<file path="src/rtl/regfile_scoreboard_pkg.sv">
// Shared definitions for the register file with issue scoreboard.
package regfile_scoreboard_pkg;

  localparam int XLEN_DEFAULT  = 32;
  localparam int NREGS_DEFAULT = 32;

  // Register 0 is hard-wired to zero and can never be busy
  localparam int REG_ZERO = 0;

  typedef enum logic {
    CLEAR = 1'b0,
    READY = 1'b1
  } state_t;

endpackage

</file>
<file path="src/rtl/regfile_scoreboard_if.sv">
// Bundle of read, write, issue and status signals around the register file.
interface regfile_scoreboard_if
  import regfile_scoreboard_pkg::*;
#(
  parameter int XLEN  = XLEN_DEFAULT,
  parameter int NREGS = NREGS_DEFAULT
);
  localparam int AW = $clog2(NREGS);

  logic            clr_req;
  logic            ready;
  logic [AW-1:0]   rs1_addr;
  logic [AW-1:0]   rs2_addr;
  logic [XLEN-1:0] rs1_data;
  logic [XLEN-1:0] rs2_data;
  logic            rs1_busy;
  logic            rs2_busy;
  logic            we;
  logic [AW-1:0]   rd_addr;
  logic [XLEN-1:0] rd_data;
  logic            iss_valid;
  logic [AW-1:0]   iss_rd;
  logic [AW:0]     pend_cnt;

  modport master (
    output clr_req, rs1_addr, rs2_addr, we, rd_addr, rd_data, iss_valid, iss_rd,
    input  ready, rs1_data, rs2_data, rs1_busy, rs2_busy, pend_cnt
  );

  modport slave (
    input  clr_req, rs1_addr, rs2_addr, we, rd_addr, rd_data, iss_valid, iss_rd,
    output ready, rs1_data, rs2_data, rs1_busy, rs2_busy, pend_cnt
  );

endinterface

</file>
<file path="src/rtl/regfile_sb_array.sv">
// Register storage: two asynchronous read ports, one synchronous write port,
// register 0 always reads zero and ignores writes. Contents are not reset;
// the owner zeroes them by walking the addresses.
module regfile_sb_array
  import regfile_scoreboard_pkg::*;
#(
  parameter int XLEN  = XLEN_DEFAULT,
  parameter int NREGS = NREGS_DEFAULT,
  parameter int AW    = $clog2(NREGS)
) (
  input  logic            clk,
  input  logic            wen,
  input  logic [AW-1:0]   waddr,
  input  logic [XLEN-1:0] wdata,
  input  logic [AW-1:0]   raddr1,
  input  logic [AW-1:0]   raddr2,
  output logic [XLEN-1:0] rdata1,
  output logic [XLEN-1:0] rdata2
);
  localparam logic [AW-1:0] ZERO_ADDR = AW'(REG_ZERO);

  logic [XLEN-1:0] mem [NREGS];

  // Commit a write on the rising edge, never touching register 0
  always_ff @(posedge clk) begin
    if (wen && (waddr != ZERO_ADDR)) begin
      mem[waddr] <= wdata;
    end
  end

  // Read both ports straight from the array with register 0 forced to zero
  always_comb begin
    rdata1 = (raddr1 == ZERO_ADDR) ? '0 : mem[raddr1];
    rdata2 = (raddr2 == ZERO_ADDR) ? '0 : mem[raddr2];
  end

endmodule

</file>
<file path="src/rtl/regfile_scoreboard.sv">
// Register file with per-register busy scoreboard, pending counter,
// optional write-to-read forwarding and a clear walk that zeroes the array.
module regfile_scoreboard
  import regfile_scoreboard_pkg::*;
#(
  parameter int XLEN   = XLEN_DEFAULT,
  parameter int NREGS  = NREGS_DEFAULT,
  parameter int BYPASS = 1
) (
  input logic                 clk,
  input logic                 rst,
  regfile_scoreboard_if.slave bus
);
  localparam int AW = $clog2(NREGS);
  localparam logic [AW-1:0] ZERO_ADDR  = AW'(REG_ZERO);
  localparam logic [AW-1:0] FIRST_ADDR = AW'(1);
  localparam logic [AW-1:0] LAST_ADDR  = AW'(NREGS - 1);

  state_t          state, state_nxt;
  logic [AW-1:0]   idx, idx_nxt;
  logic [NREGS-1:0] busy, busy_nxt;
  logic [AW:0]     pend, pend_nxt;

  logic            ready_int;
  logic            wr_fire, iss_fire;
  logic            byp1, byp2;
  logic            arr_we;
  logic [AW-1:0]   arr_waddr;
  logic [XLEN-1:0] arr_wdata;
  logic [XLEN-1:0] arr_rdata1, arr_rdata2;

  regfile_sb_array #(
    .XLEN  (XLEN),
    .NREGS (NREGS),
    .AW    (AW)
  ) u_array (
    .clk    (clk),
    .wen    (arr_we),
    .waddr  (arr_waddr),
    .wdata  (arr_wdata),
    .raddr1 (bus.rs1_addr),
    .raddr2 (bus.rs2_addr),
    .rdata1 (arr_rdata1),
    .rdata2 (arr_rdata2)
  );

  // Clear-walk state and index; reset always restarts the walk at register 1
  always_ff @(posedge clk or posedge rst) begin
    if (rst) begin
      state <= CLEAR;
      idx   <= FIRST_ADDR;
    end else begin
      state <= state_nxt;
      idx   <= idx_nxt;
    end
  end

  // Advance the walk one register per cycle; a clear request restarts it
  always_comb begin
    state_nxt = state;
    idx_nxt   = idx;
    case (state)
      CLEAR: begin
        if (bus.clr_req) begin
          idx_nxt = FIRST_ADDR;
        end else if (idx == LAST_ADDR) begin
          state_nxt = READY;
          idx_nxt   = FIRST_ADDR;
        end else begin
          idx_nxt = idx + FIRST_ADDR;
        end
      end
      READY: begin
        if (bus.clr_req) begin
          state_nxt = CLEAR;
          idx_nxt   = FIRST_ADDR;
        end
      end
      default: begin
        state_nxt = CLEAR;
        idx_nxt   = FIRST_ADDR;
      end
    endcase
  end

  // Steer the array write port: zeroes during the walk, user writes when ready
  always_comb begin
    ready_int = 1'b0;
    arr_we    = 1'b0;
    arr_waddr = idx;
    arr_wdata = '0;
    case (state)
      CLEAR: begin
        arr_we = 1'b1;
      end
      READY: begin
        ready_int = 1'b1;
        arr_we    = bus.we && (bus.rd_addr != ZERO_ADDR);
        arr_waddr = bus.rd_addr;
        arr_wdata = bus.rd_data;
      end
      default: begin
        ready_int = 1'b0;
      end
    endcase
  end

  // Qualify writes and issues; writes and issues to register 0 are dropped
  always_comb begin
    wr_fire  = ready_int && bus.we && (bus.rd_addr != ZERO_ADDR);
    iss_fire = ready_int && bus.iss_valid && (bus.iss_rd != ZERO_ADDR);
  end

  // Next busy bits and their population count; an issue overrides a same-cycle write
  always_comb begin
    busy_nxt = busy;
    if (ready_int && bus.clr_req) begin
      busy_nxt = '0;
    end else begin
      if (wr_fire) busy_nxt[bus.rd_addr] = 1'b0;
      if (iss_fire) busy_nxt[bus.iss_rd] = 1'b1;
    end
    busy_nxt[REG_ZERO] = 1'b0;
    pend_nxt = '0;
    for (int i = 0; i < NREGS; i++) begin
      pend_nxt = pend_nxt + (AW+1)'(busy_nxt[i]);
    end
  end

  // Scoreboard bits and counter update together so they always agree
  always_ff @(posedge clk or posedge rst) begin
    if (rst) begin
      busy <= '0;
      pend <= '0;
    end else begin
      busy <= busy_nxt;
      pend <= pend_nxt;
    end
  end

  // Read outputs with optional forwarding of the in-flight write
  always_comb begin
    byp1 = (BYPASS != 0) && wr_fire && (bus.rs1_addr == bus.rd_addr);
    byp2 = (BYPASS != 0) && wr_fire && (bus.rs2_addr == bus.rd_addr);
    bus.ready    = ready_int;
    bus.pend_cnt = pend;
    bus.rs1_data = !ready_int ? '0 : (byp1 ? bus.rd_data : arr_rdata1);
    bus.rs2_data = !ready_int ? '0 : (byp2 ? bus.rd_data : arr_rdata2);
    bus.rs1_busy = busy[bus.rs1_addr] && !byp1;
    bus.rs2_busy = busy[bus.rs2_addr] && !byp2;
  end

endmodule

</file>
<file path="src/flat_wrapper.sv">
// flat-port wrapper written by rule: the top's interface ports become plain ports
module regfile_scoreboard_flat import regfile_scoreboard_pkg::*;
#(
  parameter int XLEN   = XLEN_DEFAULT,
  parameter int NREGS  = NREGS_DEFAULT,
  parameter int BYPASS = 1
)
  (clk, rst, bus_clr_req, bus_rs1_addr, bus_rs2_addr, bus_we, bus_rd_addr, bus_rd_data, bus_iss_valid, bus_iss_rd, bus_ready, bus_rs1_data, bus_rs2_data, bus_rs1_busy, bus_rs2_busy, bus_pend_cnt);
  regfile_scoreboard_if #(.XLEN(XLEN), .NREGS(NREGS)) bus_i ();
  input logic clk;
  input logic rst;
  input wire logic [$bits(bus_i.clr_req)-1:0] bus_clr_req;
  input wire logic [$bits(bus_i.rs1_addr)-1:0] bus_rs1_addr;
  input wire logic [$bits(bus_i.rs2_addr)-1:0] bus_rs2_addr;
  input wire logic [$bits(bus_i.we)-1:0] bus_we;
  input wire logic [$bits(bus_i.rd_addr)-1:0] bus_rd_addr;
  input wire logic [$bits(bus_i.rd_data)-1:0] bus_rd_data;
  input wire logic [$bits(bus_i.iss_valid)-1:0] bus_iss_valid;
  input wire logic [$bits(bus_i.iss_rd)-1:0] bus_iss_rd;
  output wire logic [$bits(bus_i.ready)-1:0] bus_ready;
  output wire logic [$bits(bus_i.rs1_data)-1:0] bus_rs1_data;
  output wire logic [$bits(bus_i.rs2_data)-1:0] bus_rs2_data;
  output wire logic [$bits(bus_i.rs1_busy)-1:0] bus_rs1_busy;
  output wire logic [$bits(bus_i.rs2_busy)-1:0] bus_rs2_busy;
  output wire logic [$bits(bus_i.pend_cnt)-1:0] bus_pend_cnt;
  assign bus_i.clr_req = bus_clr_req;
  assign bus_i.rs1_addr = bus_rs1_addr;
  assign bus_i.rs2_addr = bus_rs2_addr;
  assign bus_i.we = bus_we;
  assign bus_i.rd_addr = bus_rd_addr;
  assign bus_i.rd_data = bus_rd_data;
  assign bus_i.iss_valid = bus_iss_valid;
  assign bus_i.iss_rd = bus_iss_rd;
  assign bus_ready = bus_i.ready;
  assign bus_rs1_data = bus_i.rs1_data;
  assign bus_rs2_data = bus_i.rs2_data;
  assign bus_rs1_busy = bus_i.rs1_busy;
  assign bus_rs2_busy = bus_i.rs2_busy;
  assign bus_pend_cnt = bus_i.pend_cnt;
  regfile_scoreboard #(.XLEN(XLEN), .NREGS(NREGS), .BYPASS(BYPASS)) u_core (.clk(clk), .rst(rst), .bus(bus_i));
endmodule
</file>
<file path="config.mk">
export PLATFORM = sky130hd
export DESIGN_NAME = regfile_scoreboard_flat
export DESIGN_NICKNAME = d
export VERILOG_FILES = /design/src/rtl/regfile_scoreboard_pkg.sv /design/src/rtl/regfile_scoreboard_if.sv /design/src/rtl/regfile_sb_array.sv /design/src/rtl/regfile_scoreboard.sv /design/src/flat_wrapper.sv
export SDC_FILE = /design/constraint.sdc
export NUM_CORES = 2
export LEC_CHECK = 0
export CAP_MARGIN = 20
export CORE_ASPECT_RATIO = 1.25
export CORE_MARGIN = 2
export CORE_UTILIZATION = 30
export DETAILED_ROUTE_END_ITERATION = 16
export PLACE_DENSITY = 0.49
export SYNTH_ARGS = -nofsm -noshare
export SYNTH_HDL_FRONTEND = slang
export SYNTH_SLANG_ARGS = --single-unit
</file>
<file path="constraint.sdc">
create_clock -name clk -period 12.6 [get_ports clk]
set_clock_uncertainty 0.15 [all_clocks]
set_input_delay 1.26 -clock clk [delete_from_list [all_inputs] [get_ports clk]]
set_output_delay 1.26 -clock clk [all_outputs]
set_load 0.01 [all_outputs]
</file>
==> flow_metrics.py <==
metrics = {
    "status": {
        "status": "completed",
    },
    "global_routing": {
        "grt_max_degree": 88,
        "first_global_vias": 32099,
        "grt_antenna_before_repair": 13,
        "grtUsageTotal": 0.195,
        "grt_pass1_wl_um": 243000,
        "overflow": 0,
    },
    "worst_setup_path": {
        "r2r_start": "u_core.state",
        "endpoint": "u_core.bus.pend_cnt[4]",
        "startpoint_type": "input pin",
        "cp.arrival_ns": 7.84,
        "ff2ff_path_depth": 19,
        "setup.worst_path.start": "bus_rd_addr[1]",
        "timing.rr.end": "u_core.bus.pend_cnt[4]",
        "regToRegSetupSlack_ns": 5.76,
        "end_kind": "flip-flop",
        "required_ns": 13.08,
        "worstSetupPathType": "input pin to flip-flop",
        "crit_fanout": 9,
    },
    "synth": {
        "yosys_warnings": 0,
        "syn_area_per_cell_um2": 18.7,
        "synthFlopType": "edfxtp_1",
        "ys_seq_area_frac": 0.620,
        "ys_async_sr_fraction": 0.0403,
        "synth_area_mm2": 0.0513,
        "synth-edff-count": 1024,
        "synth_cells": 2751,
        "ys_seq_elements": 1067,
        "synth_cell_types": 46,
    },
    "sta": {
        "tightest_slew_ns": 1.09,
        "slew-limit-headroom": 0.276,
        "hold_viol": 0,
        "setup_viol": 0,
        "slew_viol_final": 0,
        "finalSetupTns_ns": 0,
        "period_minus_slack_ns": 7.36,
        "period_share": 0.584,
        "maxClockFrequency_mhz": 136,
        "rsz0062_at_grt": "no",
    },
    "floorplanning": {
        "core_mm2": 0.170,
        "io_pins": 130,
        "die_x_um": 374,
        "die_h_um": 467,
        "row_count": 169,
        "initial_core_util": 0.302,
        "die_area_mm2": 0.174,
    },
    "clocking": {
        "clk_pin_slew_ns": 0.06,
        "cts.sinks": 1067,
        "htree_levels": 3,
        "cts_tree": "yes",
        "cts_buffers": 117,
        "cts-root-buf": "clkbuf_16",
        "cts_hold_buf": 0,
        "clk_path_buf_depth": 3,
        "postCtsSetupBuffers": 0,
        "insertion_delay_ns": 0.71,
        "cts_resized": 0,
    },
    "pwr": {
        "vdd_drop_max_uv": 110,
        "power_leakage_nw": 18.6,
        "powerDensity_mw_per_mm2": 133,
    },
    "place": {
        "dp_hpwl_um": 95900,
        "dpl.cell_count": 4990,
        "gp_congestion": 0.822,
        "portBuffers": 129,
    },
    "layout": {
        "final-instance-count-excl-fill": 5206,
        "fillers": 15860,
        "area_growth_pct": 15.4,
        "drive_gt1_frac": 0.299,
        "final_nets": 2979,
    },
    "detailed_routing": {
        "drc": 0,
        "drtPass1Iterations": 5,
        "initialDrtViolationCount": 3553,
        "ant_nets": 0,
        "wl_per_cell_um": 32.9,
        "vias_per_cell": 5.73,
        "route.vias.total": 29856,
        "routed_wl_um": 171000,
    },
    "worst_hold_path": {
        "worstHoldPathType": "flip-flop to flip-flop",
    },
    "flow_run": {
        "drv_cap": 0,
    },
}
synthesized netlist by cell type (all sizes together) (2+ instances only):
cell    number  area [µm²]
or4          2        15.0
o21ai       41         205
a21o         9        67.6
o221ai      64         561
buf        112         643
nand2b       5        31.3
fa          23         460
xnor2        2        17.5
clkbuf     106         398
nand4b       2        17.5
nand3       11        55.1
a22o       129        1130
a32oi        3        26.3
o211ai      67         503
dfrtp       42        1050
nor3         8        40.0
and3         2        12.5
or2          5        31.3
mux4       530       11900
ha          11         138
and2        16         100
nor2       118         443
a31oi        4        25.0
nand4        4        25.0
inv         69         259
mux2        64         721
xor2        11        96.3
edfxtp    1024       30700
mux2i       72         721
nand2      148         556
nor3b        3        22.5
o21a         3        22.5
nand3b       3        22.5
nor2b       10        62.6
a21oi       20         100
cells by family after synthesis:
group	Yosys count	synth area share
adder cells (fa/ha/maj)	34	0.0116
flip-flops	1067	0.620
XOR/XNOR	13	0.00222
multiplexers	666	0.261
AND/OR/NAND/NOR	338	0.0281
buffers and inverters	287	0.0253
AO/OA/AOI/OAI	345	0.0522
other	1	0.0000730
worst min-delay path by stage:
stage | depth (start not counted) | endpoint | from
2_1_floorplan | 2 | u_core.busy[3] | u_core.busy[3]
3_3_place_gp | 2 | u_core.busy[1] | u_core.busy[1]
3_5_place_dp | 2 | u_core.busy[3] | u_core.busy[3]
4_1_cts | 2 | u_core.busy[3] | u_core.busy[3]
5_1_grt | 2 | u_core.busy[3] | u_core.busy[3]
6_report | 2 | u_core.busy[10] | u_core.busy[10]
area by class of cell:
| cell class | instances | area, µm² | share of cell area |
|---|---|---|---|
| sequential | 1067 | 31800 | 0.537 |
| multi-input combinational | 1428 | 18700 | 0.315 |
| clock buffer | 149 | 3190 | 0.0538 |
| tap | 2223 | 2780 | 0.0470 |
| timing repair buffer | 205 | 1940 | 0.0328 |
| clock inverter | 61 | 578 | 0.00976 |
| inverter | 69 | 259 | 0.00437 |
| antenna | 4 | 10.0 | 0.000169 |
critical path, cell delays in order:
cell,delay [ns]
clkdlybuf4s50_1,0.71
nor2_1,0.17
a21oi_1,0.58
nand3_1,0.28
o211ai_1,0.25
o21ai_0,0.18
ha_1,0.31
inv_1,0.04
fa_1,0.51
fa_1,0.44
fa_1,0.51
fa_1,0.43
fa_1,0.49
inv_1,0.05
fa_1,0.44
ha_1,0.23
fa_1,0.46
a21o_1,0.20
a21oi_1,0.16
xnor2_1,0.13
registers in the layout, indices dropped and copies added (netlist names):
register	count
u_core.u_array.mem	1024
u_core.state	1
u_core.busy	31
u_core.bus.pend_cnt	6
u_core.idx	5
layout by cell type, fill, tap and decap left out, types with 41 or more instances in the layout:
cell             synthesis  routed
a22o_1                 129     129
buf_4                    0      73
clkbuf_16                0     123
clkdlybuf4s50_1          0     121
dfrtp_1                 42      41
edfxtp_1              1024    1024
inv_1                   69      68
mux2_2                  64      64
mux2i_1                 72      72
mux4_2                 530     530
nand2_1                148     148
nor2_1                 118      88
o211ai_1                67      67
o21ai_0                 41      41
o221ai_1                64      64
metrics by stage:
stage | cell area, µm² | util | hold WS [ns] | setup WS [ns] | total power, W
floorplan | 51500 | - | 0.390 | 5.93 | 0.00438
global placement | 55400 | 0.326 | 0.449 | 4.65 | 0.00458
detailed placement | 55400 | 0.326 | 0.462 | 4.59 | 0.00459
CTS | 59200 | 0.349 | 0.477 | 5.32 | 0.00797
global route | 59200 | 0.349 | 0.514 | 5.03 | 0.00814
finish | 59200 | 0.349 | 0.496 | 5.24 | 0.00789
report_power, final:
group / switching [W] / internal (W) / leakage [nW]
registers: 0.0000221 / 0.00389 / 9.62
logic: 0.000341 / 0.000260 / 7.11
clock network: 0.00145 / 0.00193 / 1.82
metal layers:
metal / GRT usage / wire length, µm / vias to the layer above
met3: 0.0353 / 12400 / 298
met2: 0.333 / 85400 / 1432
met1: 0.252 / 68500 / 16243
met5: 0 / 48 / -
met4: 0.0601 / 4860 / 8
li1: - / - / 11875
(Power assumes the default switching activity.)
